**config.mk**
```make
export PLATFORM = sky130hd
export DESIGN_NAME = uart_tx
export DESIGN_NICKNAME = d
export VERILOG_FILES = /design/src/rtl/uart_pkg.sv /design/src/rtl/uart_tx.sv
export SDC_FILE = /design/constraint.sdc
export NUM_CORES = 1
export LEC_CHECK = 0
export ABC_AREA = 1
export CAP_MARGIN = 0
export CORE_MARGIN = 5
export CORE_UTILIZATION = 54
export CTS_CLUSTER_DIAMETER = 50
export DETAILED_ROUTE_END_ITERATION = 16
export HOLD_SLACK_MARGIN = 0.15
export PLACE_DENSITY = 0.85
export SLEW_MARGIN = 20
export SYNTH_ARGS = -nofsm -noshare
export SYNTH_HDL_FRONTEND = slang
export SYNTH_SLANG_ARGS = --single-unit
```
**constraint.sdc**
```tcl
create_clock -name clock -period 1.96 [get_ports clock]
set_clock_uncertainty 0.2 [all_clocks]
set_input_delay 0.196 -clock clock [delete_from_list [all_inputs] [get_ports clock]]
set_output_delay 0.196 -clock clock [all_outputs]
set_load 0.05 [all_outputs]
```
**src/rtl/uart_pkg.sv**
```systemverilog
// Shared types and constants for the UART transmitter.
package uart_pkg;

   typedef enum logic [2:0] {
      StIdle,
      StStart,
      StData,
      StParity,
      StStop
   } uart_state_e;

   localparam logic UART_IDLE_LEVEL  = 1'b1;
   localparam logic UART_START_LEVEL = 1'b0;

   // Bit periods per frame: start + data + optional parity + stop.
   function automatic int unsigned uart_frame_len(input int unsigned data_bits,
                                                  input int unsigned stop_bits,
                                                  input bit          parity);
      return 1 + data_bits + (parity ? 1 : 0) + stop_bits;
   endfunction

endpackage

```
**src/rtl/uart_tx.sv**
```systemverilog
// UART transmitter: one-entry holding register feeding a baud-tick driven shift engine.
// Define UART_TX_PARITY_EN to insert a parity bit (sense set by PARITY_ODD) after the data bits.
module uart_tx
   import uart_pkg::*;
#(
   parameter int unsigned DATA_BITS  = 8,
   parameter int unsigned STOP_BITS  = 1,
   parameter int unsigned PARITY_ODD = 0
) (
   input  logic                 clock,
   input  logic                 reset,
   input  logic                 baud_tick,
   input  logic [DATA_BITS-1:0] tx_data,
   input  logic                 tx_valid,
   output logic                 tx_ready,
   output logic                 tx,
   output logic                 tx_busy
);

   if (DATA_BITS < 5 || DATA_BITS > 8 || STOP_BITS < 1 || STOP_BITS > 2 || PARITY_ODD > 1)
   begin : gen_param_check
      $error("uart_tx: illegal parameter combination");
   end

   localparam logic [2:0] LastData = 3'(DATA_BITS - 1);
   localparam logic [2:0] LastStop = 3'(STOP_BITS - 1);

   uart_state_e          state_q, state_d;
   logic [DATA_BITS-1:0] hold_q, hold_d;
   logic                 hold_valid_q, hold_valid_d;
   logic [DATA_BITS-1:0] shift_q, shift_d;
   logic [2:0]           cnt_q, cnt_d;
   logic                 tx_q, tx_d;
   logic                 accept;
   logic                 load;
`ifdef UART_TX_PARITY_EN
   logic                 par_q, par_d;
`endif

   assign accept   = tx_valid && !hold_valid_q;
   assign tx_ready = !hold_valid_q;
   assign tx       = tx_q;
   assign tx_busy  = (state_q != StIdle) || hold_valid_q;

   always_comb begin
      state_d      = state_q;
      hold_d       = hold_q;
      hold_valid_d = hold_valid_q;
      shift_d      = shift_q;
      cnt_d        = cnt_q;
      tx_d         = tx_q;
      load         = 1'b0;
`ifdef UART_TX_PARITY_EN
      par_d        = par_q;
`endif

      unique case (state_q)
         StIdle: begin
            if (baud_tick && hold_valid_q) begin
               load = 1'b1;
            end
         end
         StStart: begin
            if (baud_tick) begin
               state_d = StData;
               tx_d    = shift_q[0];
            end
         end
         StData: begin
            if (baud_tick) begin
               if (cnt_q == LastData) begin
                  cnt_d   = '0;
`ifdef UART_TX_PARITY_EN
                  state_d = StParity;
                  tx_d    = par_q;
`else
                  state_d = StStop;
                  tx_d    = UART_IDLE_LEVEL;
`endif
               end else begin
                  cnt_d   = cnt_q + 3'd1;
                  shift_d = shift_q >> 1;
                  tx_d    = shift_q[1];
               end
            end
         end
`ifdef UART_TX_PARITY_EN
         StParity: begin
            if (baud_tick) begin
               state_d = StStop;
               tx_d    = UART_IDLE_LEVEL;
            end
         end
`endif
         StStop: begin
            if (baud_tick) begin
               if (cnt_q == LastStop) begin
                  cnt_d = '0;
                  // A waiting byte starts its frame immediately, with no idle bit.
                  if (hold_valid_q) begin
                     load = 1'b1;
                  end else begin
                     state_d = StIdle;
                     tx_d    = UART_IDLE_LEVEL;
                  end
               end else begin
                  cnt_d = cnt_q + 3'd1;
               end
            end
         end
         default: state_d = StIdle;
      endcase

      if (load) begin
         shift_d = hold_q;
         state_d = StStart;
         tx_d    = UART_START_LEVEL;
         cnt_d   = '0;
`ifdef UART_TX_PARITY_EN
         par_d   = (^hold_q) ^ PARITY_ODD[0];
`endif
      end

      hold_valid_d = (hold_valid_q && !load) || accept;
      if (accept) begin
         hold_d = tx_data;
      end
   end

   always_ff @(posedge clock) begin
      if (reset) begin
         state_q      <= StIdle;
         hold_q       <= '0;
         hold_valid_q <= 1'b0;
         shift_q      <= '0;
         cnt_q        <= '0;
         tx_q         <= UART_IDLE_LEVEL;
`ifdef UART_TX_PARITY_EN
         par_q        <= 1'b0;
`endif
      end else begin
         state_q      <= state_d;
         hold_q       <= hold_d;
         hold_valid_q <= hold_valid_d;
         shift_q      <= shift_d;
         cnt_q        <= cnt_d;
         tx_q         <= tx_d;
`ifdef UART_TX_PARITY_EN
         par_q        <= par_d;
`endif
      end
   end

endmodule

```
==> flow_summary_export.csv, run 1 <==
group,metric,value,unit
cts,cts-hold-fix-buffers,0,
power,leakage,0.000618,uW
synthesis,netlist_top_cells_area,"dfxtp_1 39%, nand2_1 10%, nand3_1 7.4%",
final_layout,layout_common_cells,"33 x nand2_1, 24 x nor2_1, 24 x dfxtp_1",
final_layout,layout_commonest_cell,"nand2_1",
final_layout,multi_input_area,638,um2
drt,top_layer_used,"met3",
synthesis,syn_area,0.00122,mm2
setup_path,critPathArrivalTime,1.47,ns
synthesis,yosys_warnings,0,
die,die_y,57.6,um
final_layout,drive_gt1_frac,0.139,
cts,root_buffer,"clkbuf_4",
final_layout,regArea,480,um2
drt,vias,1148,
power,power_density,1140,mW/mm2
drt,detail_route.vias_per_cell,5.34,
setup_path,path_max_fanout,2,
setup_path,cp_num_buf_inv,1,
sta,grt_setup_unrepaired,"false",
synthesis,synth_top_area_cell,"dfxtp_1",
sta,worst_pin_slew,0.494,ns
final_layout,fill_cells,208,
drt,drt_pre_antenna_iters,4,
die,fp-row-count,17,
final_layout,diodes,0,
global_routing,grt_overflow,0,
die,io-pin-count,15,
sta,tns,0,ns
final_layout,area_growth,17.1,%
synthesis,syn-instance-count,172,
setup_path,crit_chain,"clkdlybuf4s50_1",
cts,path_clk_slew,0.13,ns
global_routing,grt_pass1_vias,1077,
drt,ant_nets,0,
hold_path,hold_path_class,"reg2reg",
drt,met2_length,1.29,mm
final_layout,finalNetCount,203,
placed_design,port_buffers,14,
drt,wirelength_met1,1.07,mm
setup_path,cp-start-kind,"flip-flop",
synthesis,syn_area_per_cell,7.11,um2
synthesis,synth_cell_types,23,
placed_design,gp_routability_congestion,0.817,
setup_path,critPathTopFamily,"buffers and inverters",
cts,cts_made_buffers,3,
drt,drc_errors,0,
die,die_area,0.00332,mm2
run,drv_cap,0,
sta,setup_viol,0,
setup_path,rrSetupSlack,0.17,ns
synthesis,synth_top_area_frac,0.393,
power,max-vdd-ir-drop,0.000795,V
sta,drv_slew,0,
status,status,"finished clean",
sta,period_share,0.954,
placed_design,postPlaceCellArea,0.00137,mm2
setup_path,worstPathRequired,1.56,ns
synthesis,synth-seq-cells,24,
drt,routedWlPerCell,11.7,um
cts,insertion_delay,0.31,ns
cts,htree_num_levels,1,
die,die_x,57.6,um
setup_path,critPathMaxStageDelay,0.81,ns
global_routing,grt_start_max_net_pins,15,
global_routing,grt_first_pass_wirelength,4.42,mm
setup_path,slowest_stage,"clkdlybuf4s50_1",
final_layout,postLayoutCellArea,0.00143,mm2
cts,clock_path_buffers,2,
sta,max_freq,0.535,GHz
global_routing,antenna_found_initial,0,
synthesis,ys_seq_area_frac,0.393,
die,core_area,0.00219,mm2
sta,relSlewSlack,0.670,
global_routing,grtUsageTotal,0.168,
sta,period_needed,1.87,ns
cts,clkSinkCount,24,
die,initial_utilization,0.558,
synthesis,synth_nets,187,
cts,cts_tree,"yes",
sta,finalHoldViolations,0,
drt,routed-wl-met3,162,um
setup_path,crit_path_end_kind,"primary output",
drt,drtIter0Drc,33,
setup_path,worstSetupPathType,"reg2out",
drt,routed_wl,2.52,mm
placed_design,dpl.hpwl,2.04,mm
## report_power, final
group	switching (uW)	leakage, uW	total (uW)	internal [uW]
registers	64.1	0.000196	616	551
clock network	147	0.0000279	354	207
logic	433	0.000393	665	231
total	645	0.000618	1630	990
## through the flow
step / power [uW] / utilization / std cells / hold WS (ns) / worst slack [ns]
3_5_place_dp: 1280 / 0.627 / 211 / 0.256 / 0.167
5_1_grt: 1740 / 0.653 / 215 / 0.288 / 0.0424
6_report: 1630 / 0.653 / 215 / 0.276 / 0.0905
2_1_floorplan: 1140 / - / 172 / 0.163 / 0.354
4_1_cts: 1640 / 0.651 / 215 / 0.264 / 0.0787
3_3_place_gp: 1250 / 0.627 / 211 / 0.254 / 0.224
## registers in the layout (all words and copies together) (netlist names)
register	count
hold_q	8
state_q	3
cnt_q	3
shift_q	8
hold_valid_q	1
tx	1
## layout make-up
type / instances / share of cell area
timing repair buffer: 16 / 0.105
clock inverter: 1 / 0.0210
sequential: 24 / 0.336
tap: 28 / 0.0245
clock buffer: 3 / 0.0157
inverter: 20 / 0.0524
multi-input combinational: 123 / 0.446
## cells in the mapped netlist
library cell	n
o21ai_1	2
a31oi_1	3
nand2_2	6
a21oi_1	12
nand3b_2	1
nor2_1	24
nand3b_1	1
clkbuf_1	3
o22ai_1	1
dfxtp_1	24
o21ai_0	9
inv_2	2
nand3_2	2
nor2_2	1
nor2_4	4
a211oi_1	1
nand3_1	18
inv_1	18
o211ai_1	1
a21oi_2	1
buf_6	2
nand2_1	33
ha_1	3
## path summary, 6_finish.rpt
kind	start	to	cells past startpoint
worst max-delay path	tx$_SDFFE_PP1P_	tx	1
worst min-delay path	shift_q[7]$_SDFFE_PP0P_	shift_q[7]$_SDFFE_PP0P_	2
worst max register to register	cnt_q[0]$_SDFFE_PP0P_	shift_q[0]$_SDFFE_PP0P_	8
worst min register to register	shift_q[7]$_SDFFE_PP0P_	shift_q[7]$_SDFFE_PP0P_	2
## kinds of logic (layout without fill, tap and decap cells)
kind of cell,count (synthesis),after routing,share of synthesized area
buffers and inverters,25,40,0.0890
adders and majority gates,3,3,0.0307
and+or+nand+nor,90,90,0.353
AOI/OAI and AO/OA,30,30,0.134
DFF,24,24,0.393
## layer usage
| layer | up-vias | track usage |
|---|---|---|
| met5 | - | 0 |
| met4 | 0 | 0.0695 |
| met3 | 0 | 0.0362 |
| met2 | 41 | 0.290 |
| met1 | 522 | 0.199 |
| li1 | 585 | - |
## what timing repair did
action,CTS,global route
resized for setup,0,1
buffers inserted,0,0
endpoints found under the setup margin,0,1
(Power assumes the default switching activity.)
==> run 2: changes to the inputs <==
--- a/config.mk
+++ b/config.mk
@@ -7,13 +7,14 @@
 export LEC_CHECK = 0
 export ABC_AREA = 1
 export CAP_MARGIN = 0
+export CELL_PAD_IN_SITES_DETAIL_PLACEMENT = 0
+export CELL_PAD_IN_SITES_GLOBAL_PLACEMENT = 1
 export CORE_MARGIN = 5
-export CORE_UTILIZATION = 54
+export CORE_UTILIZATION = 39
 export CTS_CLUSTER_DIAMETER = 50
 export DETAILED_ROUTE_END_ITERATION = 16
 export HOLD_SLACK_MARGIN = 0.15
-export PLACE_DENSITY = 0.85
-export SLEW_MARGIN = 20
+export PLACE_DENSITY_LB_ADDON = 0.25
 export SYNTH_ARGS = -nofsm -noshare
 export SYNTH_HDL_FRONTEND = slang
 export SYNTH_SLANG_ARGS = --single-unit
==> flow_summary_export.csv, run 2 (synthesized netlist as in run 1, its figures left out) <==
group,metric,value,unit
cts,cts_made_buffers,3,
placed_design,port_buffers,14,
setup_path,critPathArrivalTime,1.83,ns
final_layout,fill_cells,320,
status,status,"finished clean",
hold_path,hold_path_end,"hold_q[4]$_SDFFE_PP0P_",
setup_path,path_max_fanout,8,
hold_path,hold_path_class,"in2reg",
sta,worst_pin_slew,0.502,ns
final_layout,layoutNonFillerInstCount,231,
die,die_x,66.0,um
sta,period_share,0.901,
power,p_int,988,uW
drt,ant_nets,0,
final_layout,finalNetCount,203,
global_routing,met1_usage,0.188,
sta,relSlewSlack,0.665,
final_layout,layout_commonest_cell,"nand2_1",
power,netSwitchingFraction,0.396,
setup_path,r2r_end,"shift_q[0]$_SDFFE_PP0P_",
sta,period_needed,1.77,ns
drt,drtIter0Drc,68,
cts,root_buffer,"clkbuf_4",
global_routing,grt_first_pass_wirelength,4.69,mm
cts,clock_path_buffers,2,
sta,drv_slew,0,
placed_design,dpl.hpwl,2.02,mm
global_routing,grtUsageTotal,0.137,
die,fp-row-count,20,
cts,path_clk_slew,0.14,ns
cts,cts-hold-fix-buffers,0,
power,power_density,1130,mW/mm2
power,power_frac_clock,0.222,
drt,drc_errors,0,
final_layout,reg_top3,"hold_q x8, shift_q x8",
drt,detail_route.vias_per_cell,4.74,
sta,setup_viol,0,
cts,cts_tree,"yes",
setup_path,critPathTopFamily,"simple AND/OR/NAND/NOR gates",
cts,clkSinkCount,24,
die,die_y,66.0,um
global_routing,grt_start_max_net_pins,15,
sta,max_freq,0.567,GHz
power,max-vdd-ir-drop,0.000698,V
hold_path,holdPathStages,3,
sta,tns,0,ns
global_routing,grt-busiest-layer,"met2",
setup_path,worstPathRequired,2.03,ns
die,core_area,0.00303,mm2
sta,finalHoldViolations,0,
drt,vias,1094,
drt,routed_wl,2.60,mm
cts,htree_num_levels,1,
final_layout,diodes,0,
power,sequentialPowerShare,0.377,
placed_design,dpl.cell_count,227,
setup_path,worstSetupPathType,"reg2reg",
global_routing,grt_overflow,0,
final_layout,area_growth,18.5,%
sta,grt_setup_unrepaired,"false",
global_routing,grt_pass1_vias,1088,
hold_path,holdCritStartpoint,"tx_data[4]",
setup_path,rrSetupSlack,0.19,ns
setup_path,cp-start-kind,"flip-flop",
setup_path,critPathMaxStageDelay,0.35,ns
cts,insertion_delay,0.32,ns
die,initial_utilization,0.404,
drt,routedWlPerCell,11.3,um
die,io-pin-count,15,
power,leakage,0.000620,uW
die,die_area,0.00435,mm2
global_routing,antenna_found_initial,0,
power,p_sw,647,uW
global_routing,grt_use_met3,0.0204,
power,combPwrFrac,0.400,
setup_path,crit_path_end_kind,"flip-flop",
final_layout,layout_common_cells,"33 x nand2_1, 24 x nor2_1, 24 x dfxtp_1",
setup_path,path_common_cell,"ha_1",
setup_path,slowest_stage,"dfxtp_1",
final_layout,drive_gt1_frac,0.134,
global_routing,grtUsageMet2,0.217,
drt,drt_pre_antenna_iters,4,
setup_path,crit_chain,"ha_1 -> ha_1 -> nand3b_2 -> nor2_4 -> nand2_1 -> o21ai_1 -> inv_1 -> a21oi_1",
setup_path,cp_num_buf_inv,1,
setup_path,reg2reg_depth,8,
run,drv_cap,0,
setup_path,r2r_start,"cnt_q[0]$_SDFFE_PP0P_",
placed_design,gp_routability_congestion,0.797,
==> run 2: what timing repair did <==
| item | 4_1_cts | 5_1_grt |
|---|---|---|
| resized for setup | 0 | 1 |
| setup endpoints to repair | 0 | 1 |
| buffers inserted | 0 | 0 |
==> run 2: how the worst max path moves through the flow <==
| stage | startpoint | cells after the start | to |
|---|---|---|---|
| after global routing | cnt_q[0]$_SDFFE_PP0P_ | 8 | shift_q[1]$_SDFFE_PP0P_ |
| after floorplan | cnt_q[0]$_SDFFE_PP0P_ | 8 | shift_q[0]$_SDFFE_PP0P_ |
| final | cnt_q[0]$_SDFFE_PP0P_ | 8 | shift_q[0]$_SDFFE_PP0P_ |
| after detailed placement | baud_tick | 8 | state_q[1]$_SDFFE_PP0P_ |
| after global placement | baud_tick | 8 | state_q[1]$_SDFFE_PP0P_ |
| after CTS | tx$_SDFFE_PP1P_ | 1 | tx |
==> run 2: metrics by stage <==
stage / hold slack, ns / instance area [um2] / setup WS, ns / utilization / total power, uW
4_1_cts: 0.259 / 1450 / 0.0565 / 0.478 / 1650
3_5_place_dp: 0.263 / 1390 / 0.151 / 0.460 / 1280
2_1_floorplan: 0.163 / 1220 / 0.354 / - / 1140
5_1_grt: 0.274 / 1450 / 0.0247 / 0.479 / 1760
6_report: 0.272 / 1450 / 0.195 / 0.479 / 1630
3_3_place_gp: 0.247 / 1390 / 0.194 / 0.460 / 1270
==> run 2: layer usage <==
metal / up-vias / part of all wire
li1: 587 / -
met4: 0 / 0.018
met3: 5 / 0.041
met1: 477 / 0.50
met5: - / 0
met2: 25 / 0.44
==> run 2: worst reg2reg max path: stages (launching register included) <==
cell,delay [ns]
dfxtp_1,0.35
ha_1,0.20
ha_1,0.22
nand3b_2,0.26
nor2_4,0.20
nand2_1,0.07
o21ai_1,0.07
inv_1,0.05
a21oi_1,0.10
==> run 2: power by group through the flow <==
stage          Sequential, uW  Combinational, uW  Clock [uW]
6_report                  617                654         363
4_1_cts                   618                656         377
3_5_place_dp              628                652           0
3_3_place_gp              624                649           0
2_1_floorplan             632                507           0
5_1_grt                   629                731         396
==> run 2: final cells by class <==
type / instances / area, um2 / area share
Multi-Input combinational cell: 123 / 633 / 0.437
Sequential cell: 24 / 480 / 0.332
Timing Repair Buffer: 16 / 153 / 0.105
Inverter: 20 / 75.1 / 0.0518
Tap cell: 44 / 55.1 / 0.0380
Clock inverter: 1 / 30.0 / 0.0207
Clock buffer: 3 / 22.5 / 0.0155
==> run 3: changes to the inputs <==
--- a/config.mk
+++ b/config.mk
@@ -15,6 +15,7 @@
 export DETAILED_ROUTE_END_ITERATION = 16
 export HOLD_SLACK_MARGIN = 0.15
 export PLACE_DENSITY_LB_ADDON = 0.25
+export RECOVER_POWER = 50
 export SYNTH_ARGS = -nofsm -noshare
 export SYNTH_HDL_FRONTEND = slang
 export SYNTH_SLANG_ARGS = --single-unit
==> flow_summary_export.csv, run 3 (synthesized netlist as in run 1, its figures left out) <==
group,metric,value,unit
status,status,"finished clean",
setup_path,crit_path_end_kind,"flip-flop",
power,power_density,1130,mW/mm2
global_routing,grt_overflow,0,
cts,insertion_delay,0.32,ns
drt,drc_errors,0,
setup_path,worstPathRequired,2.03,ns
sta,setup_viol,0,
die,io-pin-count,15,
cts,cts_tree,"yes",
drt,routedWlPerCell,11.3,um
power,leakage,0.000610,uW
final_layout,layout_commonest_cell,"nand2_1",
die,die_x,66.0,um
setup_path,path_common_cell,"ha_1",
final_layout,post-route-util,0.474,
drt,routed_wl,2.61,mm
sta,relSlewSlack,0.606,
sta,drv_slew,0,
setup_path,crit_chain,"ha_1 -> ha_1 -> nand3b_2 -> nor2_4 -> nand2_1 -> o21ai_1 -> inv_1 -> a21oi_1",
setup_path,path_max_fanout,8,
die,core_area,0.00303,mm2
final_layout,drive_gt1_frac,0.128,
drt,ant_nets,0,
sta,grt_setup_unrepaired,"false",
die,initial_utilization,0.404,
setup_path,critPathMaxStageDelay,0.35,ns
power,max-vdd-ir-drop,0.000674,V
cts,path_clk_slew,0.14,ns
drt,drtIter0Drc,68,
cts,root_buffer,"clkbuf_4",
cts,clkSinkCount,24,
global_routing,grtUsageTotal,0.137,
global_routing,grt_first_pass_wirelength,4.69,mm
final_layout,area_growth,17.3,%
global_routing,grt_start_max_net_pins,15,
setup_path,slowest_stage,"dfxtp_1",
sta,finalHoldViolations,0,
final_layout,finalNetCount,203,
cts,htree_num_levels,1,
global_routing,grt_pass1_vias,1088,
final_layout,reg_top3,"hold_q x8, shift_q x8",
placed_design,port_buffers,14,
final_layout,layout_common_cells,"33 x nand2_1, 24 x nor2_1, 24 x dfxtp_1",
die,fp-row-count,20,
die,die_y,66.0,um
final_layout,diodes,0,
cts,cts-hold-fix-buffers,0,
setup_path,cp-start-kind,"flip-flop",
setup_path,critPathArrivalTime,1.84,ns
hold_path,hold_path_class,"in2reg",
setup_path,worstSetupPathType,"reg2reg",
drt,detail_route.vias_per_cell,4.72,
drt,drt_pre_antenna_iters,4,
sta,tns,0,ns
cts,clock_path_buffers,2,
placed_design,dpl.hpwl,2.02,mm
run,drv_cap,0,
drt,vias,1091,
die,die_area,0.00435,mm2
placed_design,gp_routability_congestion,0.797,
sta,period_needed,1.77,ns
final_layout,fill_cells,324,
sta,period_share,0.901,
cts,cts_made_buffers,3,
sta,max_freq,0.566,GHz
sta,worst_pin_slew,0.593,ns
global_routing,antenna_found_initial,0,
-- run 3: cell types whose count changed in the layout (fill, tap and decap cells not counted), sizes merged --
| cell | change |
|---|---|
| buf | -2 |
| clkbuf | +3 |
| dlymetal6s2s | -1 |
-- run 3: cell type report --
cell class | count | area (um2) | area share
multi-input combinational | 123 | 633 | 0.442
clock buffer | 3 | 22.5 | 0.0157
sequential | 24 | 480 | 0.335
tap | 44 | 55.1 | 0.0384
inverter | 20 | 75.1 | 0.0524
timing repair buffer | 16 | 138 | 0.0960
clock inverter | 1 | 30.0 | 0.0209
-- run 3: critical path: cells and delay by family (launching register included) --
kind            cells  cell delay [ns]
fa+ha+maj           2             0.42
buf+inv             1             0.05
flops               1             0.35
compound gates      2             0.17
simple gates        3             0.53
-- run 3: timing repair --
| item | in CTS | in global routing |
|---|---|---|
| setup buffers | 0 | 0 |
| resized for setup | 0 | 1 |
| setup endpoints to repair | 0 | 1 |
-- run 3: power by group --
group	switching, uW	internal [uW]
combinational	426	211
sequential	66.6	552
clock	157	207
-- run 3: worst paths after layout --
check	start	endpoint	slack, ns	cells past startpoint
setup / recovery	cnt_q[0]$_SDFFE_PP0P_	shift_q[0]$_SDFFE_PP0P_	0.19	8
hold reg to reg	shift_q[0]$_SDFFE_PP0P_	shift_q[0]$_SDFFE_PP0P_	0.28	2
setup reg to reg	cnt_q[0]$_SDFFE_PP0P_	shift_q[0]$_SDFFE_PP0P_	0.19	8
hold / removal	tx_data[4]	hold_q[4]$_SDFFE_PP0P_	0.27	3
-- run 3: metal layers --
| layer | routed length (um) | track usage | vias up |
|---|---|---|---|
| met1 | 1310 | 0.188 | 477 |
| met3 | 108 | 0.0204 | 5 |
| met4 | 47 | 0.0533 | 0 |
| met2 | 1140 | 0.217 | 23 |
| met5 | 0 | 0 | - |
| li1 | - | - | 586 |
-- run 3: through the flow --
stage / total power (uW) / setup WS, ns / hold slack [ns] / std cells / area, um2
after floorplan: 1140 / 0.354 / 0.163 / 172 / 1220
after global placement: 1270 / 0.194 / 0.247 / 227 / 1390
after detailed placement: 1280 / 0.151 / 0.263 / 227 / 1390
after CTS: 1650 / 0.0565 / 0.259 / 231 / 1450
after global routing: 1740 / 0.0247 / 0.274 / 231 / 1430
final: 1620 / 0.193 / 0.271 / 231 / 1430
